===== src/rtl/usbhid_report_uart.sv =====
// usbhid_report_uart
// Turns HID reports into ASCII-hex text lines on a UART TX pin.
// Each accepted report becomes one line: for every byte (index 0 first) the
// high nibble and then the low nibble as uppercase hex, followed by CR LF.
// Frames are 8N1 and each bit lasts C_div = C_clk_hz/C_baud clock cycles.
// The next character's start bit directly follows the previous stop bit.
// While a line is being sent, one newer report is held in a pending slot.
// If that slot is already full, the newer report replaces it and overrun pulses.
// Ports:
//   clk        in   clock (HID host domain)
//   resetn     in   asynchronous active-low reset
//   hid_report in   report, byte i = hid_report[8*i+7:8*i]
//   hid_valid  in   one-cycle strobe qualifying hid_report
//   txd        out  UART serial output, idle high
//   busy       out  a line is in progress or a report is pending
//   overrun    out  one-cycle pulse when the pending report was replaced
module usbhid_report_uart #(
    parameter int C_report_bytes = 20,
    parameter int C_clk_hz       = 6000000,
    parameter int C_baud         = 115200,
    parameter int C_only_changes = 1
) (
    input  logic                        clk,
    input  logic                        resetn,
    input  logic [C_report_bytes*8-1:0] hid_report,
    input  logic                        hid_valid,
    output logic                        txd,
    output logic                        busy,
    output logic                        overrun
);

    localparam int RPT_W   = C_report_bytes * 8;
    localparam int C_div   = C_clk_hz / C_baud;
    localparam int C_chars = 2 * C_report_bytes + 2;
    localparam int CHR_W   = $clog2(C_chars);
    localparam int CNT_W   = $clog2(C_div);

    localparam logic [CNT_W-1:0] CNT_LAST = CNT_W'(C_div - 1);
    localparam logic [CHR_W-1:0] CHR_LAST = CHR_W'(C_chars - 1);
    localparam logic [CHR_W-1:0] CHR_CR   = CHR_W'(C_chars - 2);

    typedef enum logic [2:0] {
        ST_IDLE  = 3'd0,
        ST_LOAD  = 3'd1,
        ST_START = 3'd2,
        ST_DATA  = 3'd3,
        ST_STOP  = 3'd4
    } state_t;

    // Maps a nibble to its uppercase ASCII hex digit.
    function automatic logic [7:0] hex_ascii(input logic [3:0] nib);
        logic [7:0] ch;
        if (nib < 4'd10) begin
            ch = 8'h30 + {4'h0, nib};
        end else begin
            ch = 8'h37 + {4'h0, nib};
        end
        return ch;
    endfunction

    // Character idx of the text line for report rpt (hex digits, then CR, LF).
    function automatic logic [7:0] line_char(input logic [RPT_W-1:0] rpt,
                                             input logic [CHR_W-1:0] idx);
        logic [7:0] byt;
        logic [7:0] ch;
        byt = 8'h00;
        for (int i = 0; i < C_report_bytes; i++) begin
            if (int'(idx >> 1) == i) begin
                byt = rpt[8*i +: 8];
            end else begin
                byt = byt;
            end
        end
        if (idx == CHR_LAST) begin
            ch = 8'h0A;
        end else if (idx == CHR_CR) begin
            ch = 8'h0D;
        end else if (idx[0]) begin
            ch = hex_ascii(byt[3:0]);
        end else begin
            ch = hex_ascii(byt[7:4]);
        end
        return ch;
    endfunction

    state_t             state_q, state_d;
    logic [CNT_W-1:0]   cnt_q, cnt_d;
    logic [2:0]         bit_q, bit_d;
    logic [CHR_W-1:0]   chr_q, chr_d;
    logic [7:0]         sh_q, sh_d;
    logic [RPT_W-1:0]   buf_q, buf_d;
    logic [RPT_W-1:0]   pend_q, pend_d;
    logic               pend_v_q, pend_v_d;
    logic [RPT_W-1:0]   last_q, last_d;
    logic               txd_q, txd_d;
    logic               busy_q, busy_d;
    logic               ovr_q, ovr_d;
    logic               accept_s;
    logic               tick_s;
    logic [CNT_W-1:0]   cnt_inc_s;

    // Report acceptance filter and baud tick.
    always_comb begin
        accept_s  = hid_valid && ((C_only_changes == 0) || (hid_report != last_q));
        tick_s    = (cnt_q == CNT_LAST);
        cnt_inc_s = cnt_q + CNT_W'(1);
    end

    // Next-state logic for the line FSM, pending slot and registered outputs.
    always_comb begin
        state_d  = state_q;
        cnt_d    = cnt_q;
        bit_d    = bit_q;
        chr_d    = chr_q;
        sh_d     = sh_q;
        buf_d    = buf_q;
        pend_d   = pend_q;
        pend_v_d = pend_v_q;
        last_d   = last_q;
        txd_d    = txd_q;
        ovr_d    = 1'b0;
        case (state_q)
            ST_IDLE: begin
                txd_d = 1'b1;
                if (accept_s) begin
                    state_d = ST_LOAD;
                end else begin
                    state_d = ST_IDLE;
                end
            end
            ST_LOAD: begin
                // Freeze the line content; the pending slot is free again.
                buf_d    = pend_q;
                pend_v_d = 1'b0;
                chr_d    = '0;
                cnt_d    = '0;
                sh_d     = line_char(pend_q, '0);
                txd_d    = 1'b0;
                state_d  = ST_START;
            end
            ST_START: begin
                if (tick_s) begin
                    cnt_d   = '0;
                    bit_d   = 3'd0;
                    txd_d   = sh_q[0];
                    state_d = ST_DATA;
                end else begin
                    cnt_d = cnt_inc_s;
                end
            end
            ST_DATA: begin
                if (tick_s) begin
                    cnt_d = '0;
                    if (bit_q == 3'd7) begin
                        txd_d   = 1'b1;
                        state_d = ST_STOP;
                    end else begin
                        bit_d = bit_q + 3'd1;
                        sh_d  = {1'b0, sh_q[7:1]};
                        txd_d = sh_q[1];
                    end
                end else begin
                    cnt_d = cnt_inc_s;
                end
            end
            ST_STOP: begin
                if (tick_s) begin
                    cnt_d = '0;
                    if (chr_q == CHR_LAST) begin
                        // A report arriving on this very edge is taken by LOAD.
                        if (pend_v_q || accept_s) begin
                            state_d = ST_LOAD;
                        end else begin
                            state_d = ST_IDLE;
                        end
                    end else begin
                        chr_d   = chr_q + CHR_W'(1);
                        sh_d    = line_char(buf_q, chr_q + CHR_W'(1));
                        txd_d   = 1'b0;
                        state_d = ST_START;
                    end
                end else begin
                    cnt_d = cnt_inc_s;
                end
            end
            default: begin
                txd_d   = 1'b1;
                state_d = ST_IDLE;
            end
        endcase
        // Accepted reports always go through the pending slot. In LOAD the
        // old content is being consumed this cycle, so nothing is lost.
        if (accept_s) begin
            last_d   = hid_report;
            pend_d   = hid_report;
            pend_v_d = 1'b1;
            if (pend_v_q && (state_q != ST_LOAD)) begin
                ovr_d = 1'b1;
            end else begin
                ovr_d = 1'b0;
            end
        end else begin
            ovr_d = 1'b0;
        end
        busy_d = (state_d != ST_IDLE) || pend_v_d;
    end

    // State and output registers.
    always_ff @(posedge clk or negedge resetn) begin
        if (!resetn) begin
            state_q  <= ST_IDLE;
            cnt_q    <= '0;
            bit_q    <= 3'd0;
            chr_q    <= '0;
            sh_q     <= 8'h00;
            buf_q    <= '0;
            pend_q   <= '0;
            pend_v_q <= 1'b0;
            last_q   <= '0;
            txd_q    <= 1'b1;
            busy_q   <= 1'b0;
            ovr_q    <= 1'b0;
        end else begin
            state_q  <= state_d;
            cnt_q    <= cnt_d;
            bit_q    <= bit_d;
            chr_q    <= chr_d;
            sh_q     <= sh_d;
            buf_q    <= buf_d;
            pend_q   <= pend_d;
            pend_v_q <= pend_v_d;
            last_q   <= last_d;
            txd_q    <= txd_d;
            busy_q   <= busy_d;
            ovr_q    <= ovr_d;
        end
    end

    assign txd     = txd_q;
    assign busy    = busy_q;
    assign overrun = ovr_q;

endmodule

===== config.mk =====
export PLATFORM = sky130hd
export DESIGN_NAME = usbhid_report_uart
export DESIGN_NICKNAME = d
export VERILOG_FILES = /design/src/rtl/usbhid_report_uart.sv
export SDC_FILE = /design/constraint.sdc
export NUM_CORES = 1
export LEC_CHECK = 0
export CORE_ASPECT_RATIO = 1.2
export CORE_UTILIZATION = 35
export CTS_BUF_LIST = sky130_fd_sc_hd__clkbuf_4 sky130_fd_sc_hd__clkbuf_8
export CTS_CLUSTER_DIAMETER = 150
export DETAILED_ROUTE_END_ITERATION = 16
export GPL_TIMING_DRIVEN = 0
export RECOVER_POWER = 25
export SYNTH_ARGS = -nofsm -noshare
export SYNTH_HDL_FRONTEND = slang
export SYNTH_SLANG_ARGS = --single-unit

===== constraint.sdc =====
create_clock -name clk -period 8.8 [get_ports clk]
set_clock_uncertainty 0.2 [all_clocks]
set_input_delay 2.2 -clock clk [delete_from_list [all_inputs] [get_ports clk]]
set_output_delay 2.2 -clock clk [all_outputs]
set_load 0.02 [all_outputs]

==> insert_results.sql, run 1 <==
INSERT INTO impl_metrics (metric_group, metric, value, unit) VALUES
('floorplan', 'initial_utilization', '35.8', '%'),
('floorplan', 'ios', '166', ''),
('routing', 'ant_nets', '0', ''),
('routing', 'drt-initial-drc-count', '887', ''),
('sta', 'max-slew-margin-rel', '-89.5', '%'),
('global_route', 'wire_length_of_the_first_global_routing_pass', '93200', 'um'),
('logic_synthesis', 'ys_async_sr_fraction', '100', '%'),
('clocking', 'tritoncts', 'built', ''),
('hold_path', 'hold_path_depth', '1', ''),
('floorplan', 'design.die.area', '51500', 'um^2'),
('placed_design', 'placement.io_buffers', '165', ''),
('power', 'clock_share_of_power', '28.3', '%'),
('sta', 'clock.fmax', '140', 'MHz'),
('floorplan', 'floorplan_die_width', '207', 'um'),
('placed_design', 'hpwl', '48700', 'um'),
('clocking', 'cts_max_path_buffers', '3', ''),
('logic_synthesis', 'synth_fp_nets', '1664', ''),
('power', 'power-per-cell-area', '258', 'nW/um^2'),
('routing', 'postRouteWirelength', '64100', 'um'),
('global_route', 'grt_overflow', '0', ''),
('routing', 'detailedRoute.firstPassIterationCount', '5', ''),
('run_status', 'failed_checks', 'max-capacitance violations, max-slew violations', ''),
('logic_synthesis', 'ys_types', '91', ''),
('run', 'cap_violations', '2', ''),
('finish', 'layout.area.seq', '8730', 'um^2'),
('power', 'power.ir.vdd_worst', '0.113', 'mV'),
('logic_synthesis', 'syn_inst', '1492', ''),
('worst_setup_path', 'worstSetupPathType', 'input pin to register', ''),
('placed_design', 'dpl.cell_count', '2297', ''),
('finish', 'layout_common_cells', 'sky130_fd_sc_hd__dfrtp_1, sky130_fd_sc_hd__mux2_2, sky130_fd_sc_hd__clkdlybuf4s50_1', ''),
('sta', 'post-route-period-util', '81.0', '%'),
('sta', 'number_of_pins_exceeding_their_max_slew_limit_in_the_final_report', '143', ''),
('worst_setup_path', 'worst-endpoint-required', '9.14', 'ns'),
('logic_synthesis', 'synth-main-ff-cell', 'sky130_fd_sc_hd__dfrtp_1', ''),
('power', 'switching_share', '32.5', '%'),
('hold_path', 'timing.hold.worst_endpoint', 'buf_q[127]', ''),
('sta', 'period_minus_slack', '7.13', 'ns'),
('finish', 'layout-area-overhead-vs-synth', '21.2', '%'),
('hold_path', 'hold_path_class', 'register to register', ''),
('finish', 'num-nets-final', '1894', ''),
('sta', 'setup-violations-final', '0', ''),
('floorplan', 'dieHeight', '249', 'um'),
('clocking', 'clock_sinks', '349', ''),
('finish', 'finished_layout_cell_area', '21500', 'um^2'),
('floorplan', 'design.core.area', '49600', 'um^2'),
('power', 'p_int', '3.74', 'mW'),
('clocking', 'cts.reportedPaths.clkPinSlew', '0.06', 'ns'),
('logic_synthesis', 'synth_enable_flop_cells', '0', ''),
('power', 'cell_leakage_power', '8.67', 'nW'),
('placed_design', 'postPlaceCellArea', '20300', 'um^2'),
('routing', 'via_count', '13300', ''),
('clocking', 'clk_latency_worst_skew_pair', '0.68', 'ns'),
('worst_setup_path', 'worst-endpoint-arrival', '7.47', 'ns'),
('global_route', 'antenna_found_initial', '1', ''),
('routing', 'avgRoutedWirePerCell', '26.7', 'um'),
('worst_setup_path', 'setup.worst_path.start_class', 'input pin', ''),
('finish', 'multi_input_comb_area', '8430', 'um^2'),
('run_status', 'status', 'finished with violations', ''),
('hold_path', 'holdCritStartpoint', 'buf_q[127]', ''),
('global_route', 'grt_util_all_layers', '24.9', '%'),
('finish', 'layout-drive-gt1-share', '28.2', '%'),
('logic_synthesis', 'share_of_synthesized_area_occupied_by_flip_flops_and_latches', '49.3', '%'),
('clocking', 'cts_root_buffer', 'sky130_fd_sc_hd__clkbuf_8', ''),
('power', 'post-layout-total-power', '5.55', 'mW'),
('power', 'comb_power_share', '26.6', '%'),
('power', 'power_switching', '1.81', 'mW'),
('worst_setup_path', 'worstReg2RegStart', 'last_q[7]', ''),
('clocking', 'postCtsSetupRepairBufs', '0', ''),
('logic_synthesis', 'synth.avg_cell_area', '11.9', 'um^2'),
('logic_synthesis', 'syn_area', '17700', 'um^2'),
('worst_setup_path', 'r2r.worst_path.cells', '10', '');
[worst max-delay path: stages]
cell and delay, ns:
sky130_fd_sc_hd__clkdlybuf4s50_1 0.59, sky130_fd_sc_hd__o22ai_1 0.10, sky130_fd_sc_hd__a221oi_1 0.29, sky130_fd_sc_hd__nand4_1 0.33, sky130_fd_sc_hd__nor4_1 0.81, sky130_fd_sc_hd__nand3_1 0.27
sky130_fd_sc_hd__o31ai_1 0.93, sky130_fd_sc_hd__clkbuf_1 0.99, sky130_fd_sc_hd__buf_2 0.57, sky130_fd_sc_hd__mux2_2 0.39
[cell families (layout without fill, tap and decap cells)]
| group | count (synthesis) | after routing | synth area share [%] |
|---|---|---|---|
| fa+ha+maj | 9 | 9 | 0.635 |
| other cells | 0 | 1 | 0 |
| flops | 349 | 349 | 49.3 |
| mux | 329 | 329 | 21.8 |
| simple gates | 304 | 304 | 8.57 |
| xor+xnor | 150 | 150 | 7.56 |
| compound gates | 232 | 232 | 9.04 |
| buf+inv | 119 | 389 | 3.15 |
[power by group through the flow]
stage | Combinational (mW) | Sequential, mW | Clock (mW)
global placement | 1.44 | 2.51 | 0
global route | 1.59 | 2.55 | 1.66
detailed placement | 1.48 | 2.52 | 0
floorplan | 1.01 | 2.31 | 0
finish | 1.48 | 2.50 | 1.57
CTS | 1.49 | 2.49 | 1.60
[sequential cells by signal, summed over array words and instances, names as in the netlist, 3 cells and up]
name     flops
last_q     160
buf_q      160
state_q      3
sh_q         7
cnt_q        6
chr_q        6
bit_q        3
[metrics by stage]
stage	setup TNS, ns	setup slack, ns	utilization, %
final	0	1.67	43.4
after global routing	0	1.77	43.4
after CTS	0	1.78	43.4
after detailed placement	0	1.08	40.9
after global placement	-3551.12	-10.24	40.7
after floorplan	0	4.25	-
[cell type report]
type                    count  area share, %
flip-flops and latches    349           40.6
repair buffers            168           7.94
multi-input cells        1024           39.2
clock buffers              94           5.38
inverters                  34          0.594
well taps                 637           3.71
clock inverters             8          0.477
plain buffers              85           2.00
diodes                      1         0.0116
[how the worst max path moves through the flow]
stage          slack, ns       startpoint          end
4_1_cts             1.78  hid_report[123]  last_q[156]
3_5_place_dp        1.08  hid_report[123]  last_q[155]
2_1_floorplan       4.25  hid_report[100]  last_q[109]
5_1_grt             1.77   hid_report[41]  last_q[156]
6_report            1.67  hid_report[123]  last_q[156]
3_3_place_gp      -10.24           resetn  last_q[129]
[routing by layer]
layer / global-route usage, % / wire, um
met5: 0 / 0
met4: 10.5 / 2690
met3: 4.31 / 3040
met2: 43.2 / 32100
met1: 30.3 / 26300
[Yosys cell counts (9+ instances only)]
cell	count	area [um^2]
sky130_fd_sc_hd__ha_1	9	113
sky130_fd_sc_hd__clkbuf_1	39	146
sky130_fd_sc_hd__a21oi_1	42	210
sky130_fd_sc_hd__nand3_1	30	150
sky130_fd_sc_hd__nand4_1	28	175
sky130_fd_sc_hd__mux4_2	15	338
sky130_fd_sc_hd__dfrtp_1	348	8710
sky130_fd_sc_hd__a32oi_1	10	87.6
sky130_fd_sc_hd__xnor2_1	93	815
sky130_fd_sc_hd__buf_2	26	130
sky130_fd_sc_hd__nor2_1	44	165
sky130_fd_sc_hd__buf_4	10	75.1
sky130_fd_sc_hd__nand2_1	102	383
sky130_fd_sc_hd__xor2_1	55	482
sky130_fd_sc_hd__nor4_1	23	144
sky130_fd_sc_hd__nor2b_1	9	56.3
sky130_fd_sc_hd__o22ai_1	16	100
sky130_fd_sc_hd__mux2i_1	13	130
sky130_fd_sc_hd__mux2_2	301	3390
sky130_fd_sc_hd__o21ai_0	69	345
sky130_fd_sc_hd__a31oi_1	13	81.3
sky130_fd_sc_hd__inv_1	34	128
sky130_fd_sc_hd__nor3_1	22	110
Note: power is estimated with default switching activity, not from simulation.
==> run 2: changes to the inputs <==
==> constraint.sdc (replaced) <==
create_clock -name clk -period 7.1 [get_ports clk]
set_clock_uncertainty 0.2 [all_clocks]
set_input_delay 1.775 -clock clk [delete_from_list [all_inputs] [get_ports clk]]
set_output_delay 1.775 -clock clk [all_outputs]
set_load 0.02 [all_outputs]
==> run 2 against run 1 <==
Compared with the run above:
- the run still ends with max-capacitance violations, max-slew violations left
- die area is the same
- critical path depth unchanged
- sequential cell count unchanged
- wire length is essentially flat
- power up 24%
- worst setup slack worse by 1.4 ns
- hold slack better by 0.0023 ns
==> insert_results.sql, run 2 (same netlist as run 1, synthesis figures left out) <==
INSERT INTO impl_metrics (metric_group, metric, value, unit) VALUES
('clocking', 'clk_latency_worst_skew_pair', '0.67', 'ns'),
('routing', 'avgViaCountPerCell', '5.52', ''),
('run_status', 'status', 'finished with violations', ''),
('finish', 'finished_layout_cell_area', '21500', 'um^2'),
('clocking', 'ctsHoldBuffers', '0', ''),
('run', 'cap_violations', '3', ''),
('routing', 'postRouteWirelength', '64100', 'um'),
('global_route', 'antenna_found_initial', '1', ''),
('hold_path', 'holdCritStartpoint', 'buf_q[127]', ''),
('floorplan', 'dieHeight', '249', 'um'),
('hold_path', 'timing.hold.worst_endpoint', 'buf_q[127]', ''),
('sta', 'number_of_pins_exceeding_their_max_slew_limit_in_the_final_report', '233', ''),
('routing', 'via_count', '13300', ''),
('finish', 'finalNonFillerCells', '2400', ''),
('worst_setup_path', 'setup.worst_path.start_class', 'input pin', ''),
('clocking', 'cts_root_buffer', 'sky130_fd_sc_hd__clkbuf_8', ''),
('floorplan', 'rows', '89', ''),
('placed_design', 'placement.io_buffers', '165', ''),
('worst_setup_path', 'worst-endpoint-arrival', '7.13', 'ns'),
('floorplan', 'floorplan_die_width', '207', 'um'),
('worst_setup_path', 'worstSetupPathType', 'input pin to register', ''),
('worst_setup_path', 'cpMaxStageDelayCell', 'sky130_fd_sc_hd__clkbuf_1', ''),
('hold_path', 'hold_path_depth', '1', ''),
('worst_setup_path', 'cp_cell_sequence', 'clkdlybuf4s50_1, o22ai_1, a221oi_1, nand4_1, nor4_1, nand3_1, o31ai_1, clkbuf_1, buf_2, mux2_2', ''),
('sta', 'period_minus_slack', '6.80', 'ns'),
('worst_setup_path', 'worstReg2RegStart', 'last_q[7]', ''),
('worst_setup_path', 'endpoint_of_the_lowest_slack_register_to_register_path', 'last_q[156]', ''),
('global_route', 'grt_overflow', '0', ''),
('run_status', 'failed_checks', 'max-capacitance violations, max-slew violations', ''),
('worst_setup_path', 'r2r.worst_path.cells', '10', ''),
('placed_design', 'routabilityCongestion', '0.965', ''),
('power', 'power-per-cell-area', '320', 'nW/um^2'),
('sta', 'worst_slew_pin_slew', '2.84', 'ns'),
('routing', 'detailedRoute.firstPassIterationCount', '7', ''),
('worst_setup_path', 'timing.critical_path.to_type', 'register', ''),
('clocking', 'cts.repair.resized', '0', ''),
('routing', 'detail_route.drc_violations', '0', ''),
('clocking', 'htree_levels', '2', ''),
('floorplan', 'design.core.area', '49600', 'um^2'),
('sta', 'setup_tns', '0', 'ns'),
('clocking', 'cts.reportedPaths.clkPinSlew', '0.05', 'ns'),
('sta', 'finalHoldViolations', '0', ''),
('floorplan', 'initial_utilization', '35.8', '%'),
('placed_design', 'dpl.cell_count', '2297', ''),
('sta', 'post-route-period-util', '95.7', '%'),
('sta', 'rsz_0062_raised_after_global_routing', 'no', ''),
('finish', 'layout-drive-gt1-share', '28.2', '%'),
('clocking', 'postCtsSetupRepairBufs', '0', ''),
('worst_setup_path', 'worst-endpoint-required', '7.43', 'ns'),
('routing', 'ant_nets', '0', ''),
('worst_setup_path', 'max_stage_delay', '1.00', 'ns'),
('floorplan', 'ios', '166', ''),
('finish', 'layout-area-overhead-vs-synth', '21.1', '%'),
('routing', 'drt-initial-drc-count', '958', ''),
('floorplan', 'design.die.area', '51500', 'um^2'),
('sta', 'setup-violations-final', '0', ''),
('worst_setup_path', 'r2r_setup_slack', '1.46', 'ns'),
('hold_path', 'hold_path_class', 'register to register', ''),
('clocking', 'cts_max_path_buffers', '3', ''),
('worst_setup_path', 'crit_fanout', '10', ''),
('routing', 'avgRoutedWirePerCell', '26.7', 'um'),
('worst_setup_path', 'worst_path_dominant_cell_family', 'buffers and inverters', ''),
('finish', 'num-nets-final', '1894', ''),
('worst_setup_path', 'cp.buffers_inverters', '3', ''),
('sta', 'clock.fmax', '147', 'MHz'),
('sta', 'max-slew-margin-rel', '-89.1', '%'),
('power', 'power.ir.vdd_worst', '0.140', 'mV'),
('finish', 'reg_top3', 'buf_q x160, last_q x160, sh_q x7', ''),
('finish', 'final.fill_count', '4698', ''),
('finish', 'layout_common_cells', 'sky130_fd_sc_hd__dfrtp_1, sky130_fd_sc_hd__mux2_2, sky130_fd_sc_hd__clkdlybuf4s50_1', ''),
('finish', 'commonest_non_fill_non_tap_cell_in_the_layout', 'sky130_fd_sc_hd__dfrtp_1', ''),
('global_route', 'grt_pass1_vias', '13700', ''),
('power', 'cell_leakage_power', '8.67', 'nW'),
('placed_design', 'hpwl', '48700', 'um'),
('clocking', 'cts_inserted_buffers', '60', ''),
('global_route', 'maximum_number_of_pins_on_one_net_before_global_route_repair', '122', ''),
('global_route', 'grt_util_all_layers', '24.9', '%'),
('clocking', 'tritoncts', 'built', ''),
('global_route', 'wire_length_of_the_first_global_routing_pass', '93200', 'um'),
('clocking', 'clock_sinks', '349', ''),
('placed_design', 'postPlaceCellArea', '20300', 'um^2');
run 2: cell types whose count changed in the layout (fill, tap and decap cells not counted):
cell and change:
sky130_fd_sc_hd__clkbuf_1 -1, sky130_fd_sc_hd__clkbuf_2 +1, sky130_fd_sc_hd__buf_16 -1, sky130_fd_sc_hd__buf_1 +1
run 2: report_power, final:
| part | switching (mW) | total, mW | internal [mW] |
|---|---|---|---|
| registers | 0.508 | 3.10 | 2.59 |
| clock network | 0.840 | 1.94 | 1.10 |
| logic | 0.880 | 1.83 | 0.948 |
run 2: cell type report:
cell class              instances  area (um^2)  share of cell area [%]
inverters                      34          128                   0.595
repair buffers                168         1680                    7.84
plain buffers                  85          430                    2.01
clock buffers                  94         1160                    5.39
clock inverters                 8          103                   0.478
flip-flops and latches        349         8730                    40.7
well taps                     637          797                    3.71
diodes                          1         2.50                  0.0117
multi-input cells            1024         8430                    39.3
run 2: worst max-delay path by stage:
stage | startpoint | to | slack, ns | cells past startpoint
finish | hid_report[123] | last_q[156] | 0.30 | 10
global route | hid_report[41] | last_q[156] | 0.50 | 10
CTS | hid_report[123] | last_q[156] | 0.50 | 10
global placement | resetn | last_q[129] | -11.51 | 1
detailed placement | hid_report[123] | last_q[155] | -0.19 | 10
floorplan | hid_report[100] | last_q[109] | 2.98 | 9
run 2: per-layer routing:
metal	vias to the layer above	part of all wire [%]	GRT usage (%)
met5	-	0	0
met4	0	4.2	10.5
met3	107	4.6	4.31
met2	393	50	43.2
met1	6888	41	30.3
li1	5870	-	-
run 2: per-stage QoR:
step	total power [mW]	setup WS, ns	hold WS [ns]	utilization [%]
3_3_place_gp	4.89	-11.51	0.283	40.7
5_1_grt	7.18	0.499	0.316	43.3
6_report	6.87	0.302	0.305	43.3
2_1_floorplan	4.11	2.98	0.244	-
3_5_place_dp	4.95	-0.191	0.289	40.9
4_1_cts	6.91	0.505	0.302	43.4
run 2: worst register-to-register path, delay by kind of cell (launching register included):
kind                   cells  cell delay [ns]
AOI/OAI and AO/OA          3             1.36
DFF                        1             0.33
muxes                      1             0.39
and+or+nand+nor            3             1.45
buffers and inverters      3             1.79
==> run 3: changes to the inputs <==
--- a/config.mk
+++ b/config.mk
@@ -10,7 +10,7 @@
 export CTS_BUF_LIST = sky130_fd_sc_hd__clkbuf_4 sky130_fd_sc_hd__clkbuf_8
 export CTS_CLUSTER_DIAMETER = 150
 export DETAILED_ROUTE_END_ITERATION = 16
-export GPL_TIMING_DRIVEN = 0
+export GPL_ROUTABILITY_DRIVEN = 0
 export RECOVER_POWER = 25
 export SYNTH_ARGS = -nofsm -noshare
 export SYNTH_HDL_FRONTEND = slang
==> constraint.sdc (replaced) <==
create_clock -name clk -period 7.23 [get_ports clk]
set_clock_uncertainty 0.2 [all_clocks]
set_input_delay 1.8075 -clock clk [delete_from_list [all_inputs] [get_ports clk]]
set_output_delay 1.8075 -clock clk [all_outputs]
set_load 0.02 [all_outputs]
==> run 3 against run 2 <==
Compared with the run above:
- critical endpoint is now last_q[146]
- via count down 5.8%
- register-to-register slack improved by 0.63 ns
- non-clock buffer count shrank 73
- hold slack worse by 0.011 ns
- critical path depth down 2
- sequential share of layout area rose by 0.51 points
- die area unchanged
- combinational power down 8%
- the run still ends with max-capacitance violations, max-slew violations left
==> insert_results.sql, run 3 (same netlist as run 1, synthesis figures left out) <==
INSERT INTO impl_metrics (metric_group, metric, value, unit) VALUES
('worst_setup_path', 'worstReg2RegStart', 'chr_q[0]', ''),
('run', 'cap_violations', '2', ''),
('floorplan', 'design.core.area', '49600', 'um^2'),
('clocking', 'cts_root_buffer', 'sky130_fd_sc_hd__clkbuf_8', ''),
('hold_path', 'timing.hold.worst_endpoint', 'buf_q[5]', ''),
('global_route', 'grt_util_all_layers', '20.5', '%'),
('hold_path', 'hold_path_depth', '2', ''),
('floorplan', 'initial_utilization', '35.8', '%'),
('worst_setup_path', 'setup.worst_path.start_class', 'input pin', ''),
('worst_setup_path', 'endpoint_of_the_lowest_slack_register_to_register_path', 'sh_q[2]', ''),
('routing', 'detail_route.drc_violations', '0', ''),
('finish', 'multi_input_comb_area', '8460', 'um^2'),
('finish', 'finished_layout_cell_area', '21200', 'um^2'),
('clocking', 'cts.repair.resized', '0', ''),
('sta', 'finalHoldViolations', '0', ''),
('sta', 'rsz_0062_raised_after_global_routing', 'no', ''),
('global_route', 'maximum_number_of_pins_on_one_net_before_global_route_repair', '146', ''),
('run_status', 'status', 'finished with violations', ''),
('worst_setup_path', 'crit_fanout', '140', ''),
('worst_setup_path', 'r2r_setup_slack', '2.09', 'ns'),
('finish', 'layout-area-overhead-vs-synth', '19.6', '%'),
('finish', 'finalNonFillerCells', '2332', ''),
('placed_design', 'placement.setup.worst_slack', '1.19', 'ns'),
('routing', 'ant_nets', '0', ''),
('power', 'cell_leakage_power', '8.49', 'nW'),
('clocking', 'ctsHoldBuffers', '0', ''),
('power', 'power-per-cell-area', '312', 'nW/um^2'),
('routing', 'postRouteWirelength', '52500', 'um'),
('finish', 'commonest_non_fill_non_tap_cell_in_the_layout', 'sky130_fd_sc_hd__dfrtp_1', ''),
('clocking', 'clk_latency_worst_skew_pair', '0.66', 'ns'),
('placed_design', 'postPlaceCellArea', '19900', 'um^2'),
('placed_design', 'hpwl', '38600', 'um'),
('sta', 'period_minus_slack', '5.40', 'ns'),
('routing', 'avgRoutedWirePerCell', '22.5', 'um'),
('routing', 'via_count', '12500', ''),
('floorplan', 'floorplan_die_width', '207', 'um'),
('routing', 'drt-initial-drc-count', '893', ''),
('clocking', 'htree_levels', '2', ''),
('worst_setup_path', 'worstSetupPathType', 'input pin to register', ''),
('floorplan', 'rows', '89', ''),
('finish', 'final.fill_count', '4634', ''),
('sta', 'clock.fmax', '185', 'MHz'),
('worst_setup_path', 'worst-endpoint-arrival', '5.72', 'ns'),
('routing', 'detailedRoute.firstPassIterationCount', '5', ''),
('power', 'power.ir.vdd_worst', '0.145', 'mV'),
('global_route', 'wire_length_of_the_first_global_routing_pass', '80100', 'um'),
('routing', 'avgViaCountPerCell', '5.36', ''),
('global_route', 'antenna_found_initial', '1', ''),
('hold_path', 'hold_path_class', 'register to register', ''),
('global_route', 'grt_overflow', '0', ''),
('clocking', 'postCtsSetupRepairBufs', '0', ''),
('finish', 'layout-drive-gt1-share', '28.1', '%'),
('clocking', 'tritoncts', 'built', ''),
('sta', 'max-slew-margin-rel', '-90.6', '%'),
('sta', 'finalWorstSetupSlack', '1.83', 'ns'),
('sta', 'number_of_pins_exceeding_their_max_slew_limit_in_the_final_report', '161', ''),
('global_route', 'grt_pass1_vias', '12900', ''),
('worst_setup_path', 'worst-endpoint-required', '7.55', 'ns'),
('placed_design', 'dpl.cell_count', '2224', ''),
('placed_design', 'placement.io_buffers', '165', ''),
('clocking', 'cts_max_path_buffers', '3', ''),
('floorplan', 'ios', '166', ''),
('power', 'post-layout-total-power', '6.61', 'mW'),
('hold_path', 'holdCritStartpoint', 'buf_q[5]', ''),
('floorplan', 'dieHeight', '249', 'um'),
('clocking', 'cts_inserted_buffers', '58', ''),
('finish', 'num-nets-final', '1819', ''),
('clocking', 'cts.reportedPaths.clkPinSlew', '0.07', 'ns'),
('sta', 'post-route-period-util', '74.7', '%'),
('clocking', 'clock_sinks', '349', ''),
('sta', 'setup-violations-final', '0', ''),
('finish', 'reg_top3', 'buf_q x160, last_q x160, sh_q x7', ''),
('worst_setup_path', 'timing.critical_path.to_type', 'register', ''),
('finish', 'layout.area.seq', '8730', 'um^2'),
('worst_setup_path', 'r2r.worst_path.cells', '16', ''),
('floorplan', 'design.die.area', '51500', 'um^2'),
('run_status', 'failed_checks', 'max-capacitance violations, max-slew violations', ''),
('sta', 'worst_slew_pin_slew', '2.86', 'ns'),
('sta', 'setup_tns', '0', 'ns'),
('finish', 'layout_common_cells', 'sky130_fd_sc_hd__dfrtp_1, sky130_fd_sc_hd__mux2_2, sky130_fd_sc_hd__clkdlybuf4s50_1', '');
-- run 3: changes by cell type in the layout (fill, tap and decap cells not counted), moves of 2 or more --
cell | before | now
sky130_fd_sc_hd__buf_1 | 4 | 0
sky130_fd_sc_hd__clkinvlp_4 | 0 | 3
sky130_fd_sc_hd__clkbuf_4 | 22 | 19
sky130_fd_sc_hd__inv_8 | 2 | 0
sky130_fd_sc_hd__clkbuf_8 | 72 | 76
sky130_fd_sc_hd__buf_12 | 0 | 2
sky130_fd_sc_hd__clkbuf_1 | 41 | 0
sky130_fd_sc_hd__clkinv_2 | 4 | 6
sky130_fd_sc_hd__buf_4 | 10 | 12
sky130_fd_sc_hd__buf_6 | 4 | 0
sky130_fd_sc_hd__buf_2 | 26 | 0
-- run 3: metrics by stage --
step                      hold WS (ns)  util [%]
final                            0.295      42.8
after global routing             0.316      42.8
after CTS                        0.291      42.8
after detailed placement         0.269      40.2
after global placement           0.262      40.2
after floorplan                  0.244         -
-- run 3: how the worst max path moves through the flow --
stage,startpoint,end,slack (ns),cells past startpoint
after floorplan,hid_report[100],last_q[109],3.07,9
after global placement,hid_report[25],busy,1.16,9
after detailed placement,hid_report[25],busy,1.19,9
after CTS,hid_report[25],busy,1.89,9
after global routing,chr_q[0],sh_q[2],1.86,16
final,hid_report[25],last_q[146],1.83,8
-- run 3: final cells by class --
class / instances / share of cell area [%]
Antenna cell: 1 / 0.0118
Clock buffer: 95 / 5.61
Clock inverter: 12 / 0.472
Inverter: 34 / 0.602
Multi-Input combinational cell: 1024 / 39.9
Sequential cell: 349 / 41.2
Tap cell: 637 / 3.76
Timing Repair Buffer: 180 / 8.45
-- run 3: layer usage --
metal  GRT usage (%)  share of wire (%)  up-vias
met5               0                  0        -
met3            3.20                4.7       95
li1                -                  -     5723
met4            10.3                4.7        0
met2            34.3                 49      377
met1            25.8                 42     6297
-- run 3: worst max-delay path, cell delays in order --
cell,delay (ns)
sky130_fd_sc_hd__clkdlybuf4s50_1,0.44
sky130_fd_sc_hd__xnor2_1,0.57
sky130_fd_sc_hd__nand4_1,0.23
sky130_fd_sc_hd__nor4_1,0.87
sky130_fd_sc_hd__nand4_1,0.30
sky130_fd_sc_hd__o31ai_4,0.30
sky130_fd_sc_hd__buf_12,0.57
sky130_fd_sc_hd__mux2_2,0.42
-- run 3: power by group --
part	internal (mW)	switching, mW	total (mW)
clock network	1.07	0.829	1.90
logic	0.924	0.755	1.68
registers	2.55	0.485	3.03
total	4.54	2.07	6.61
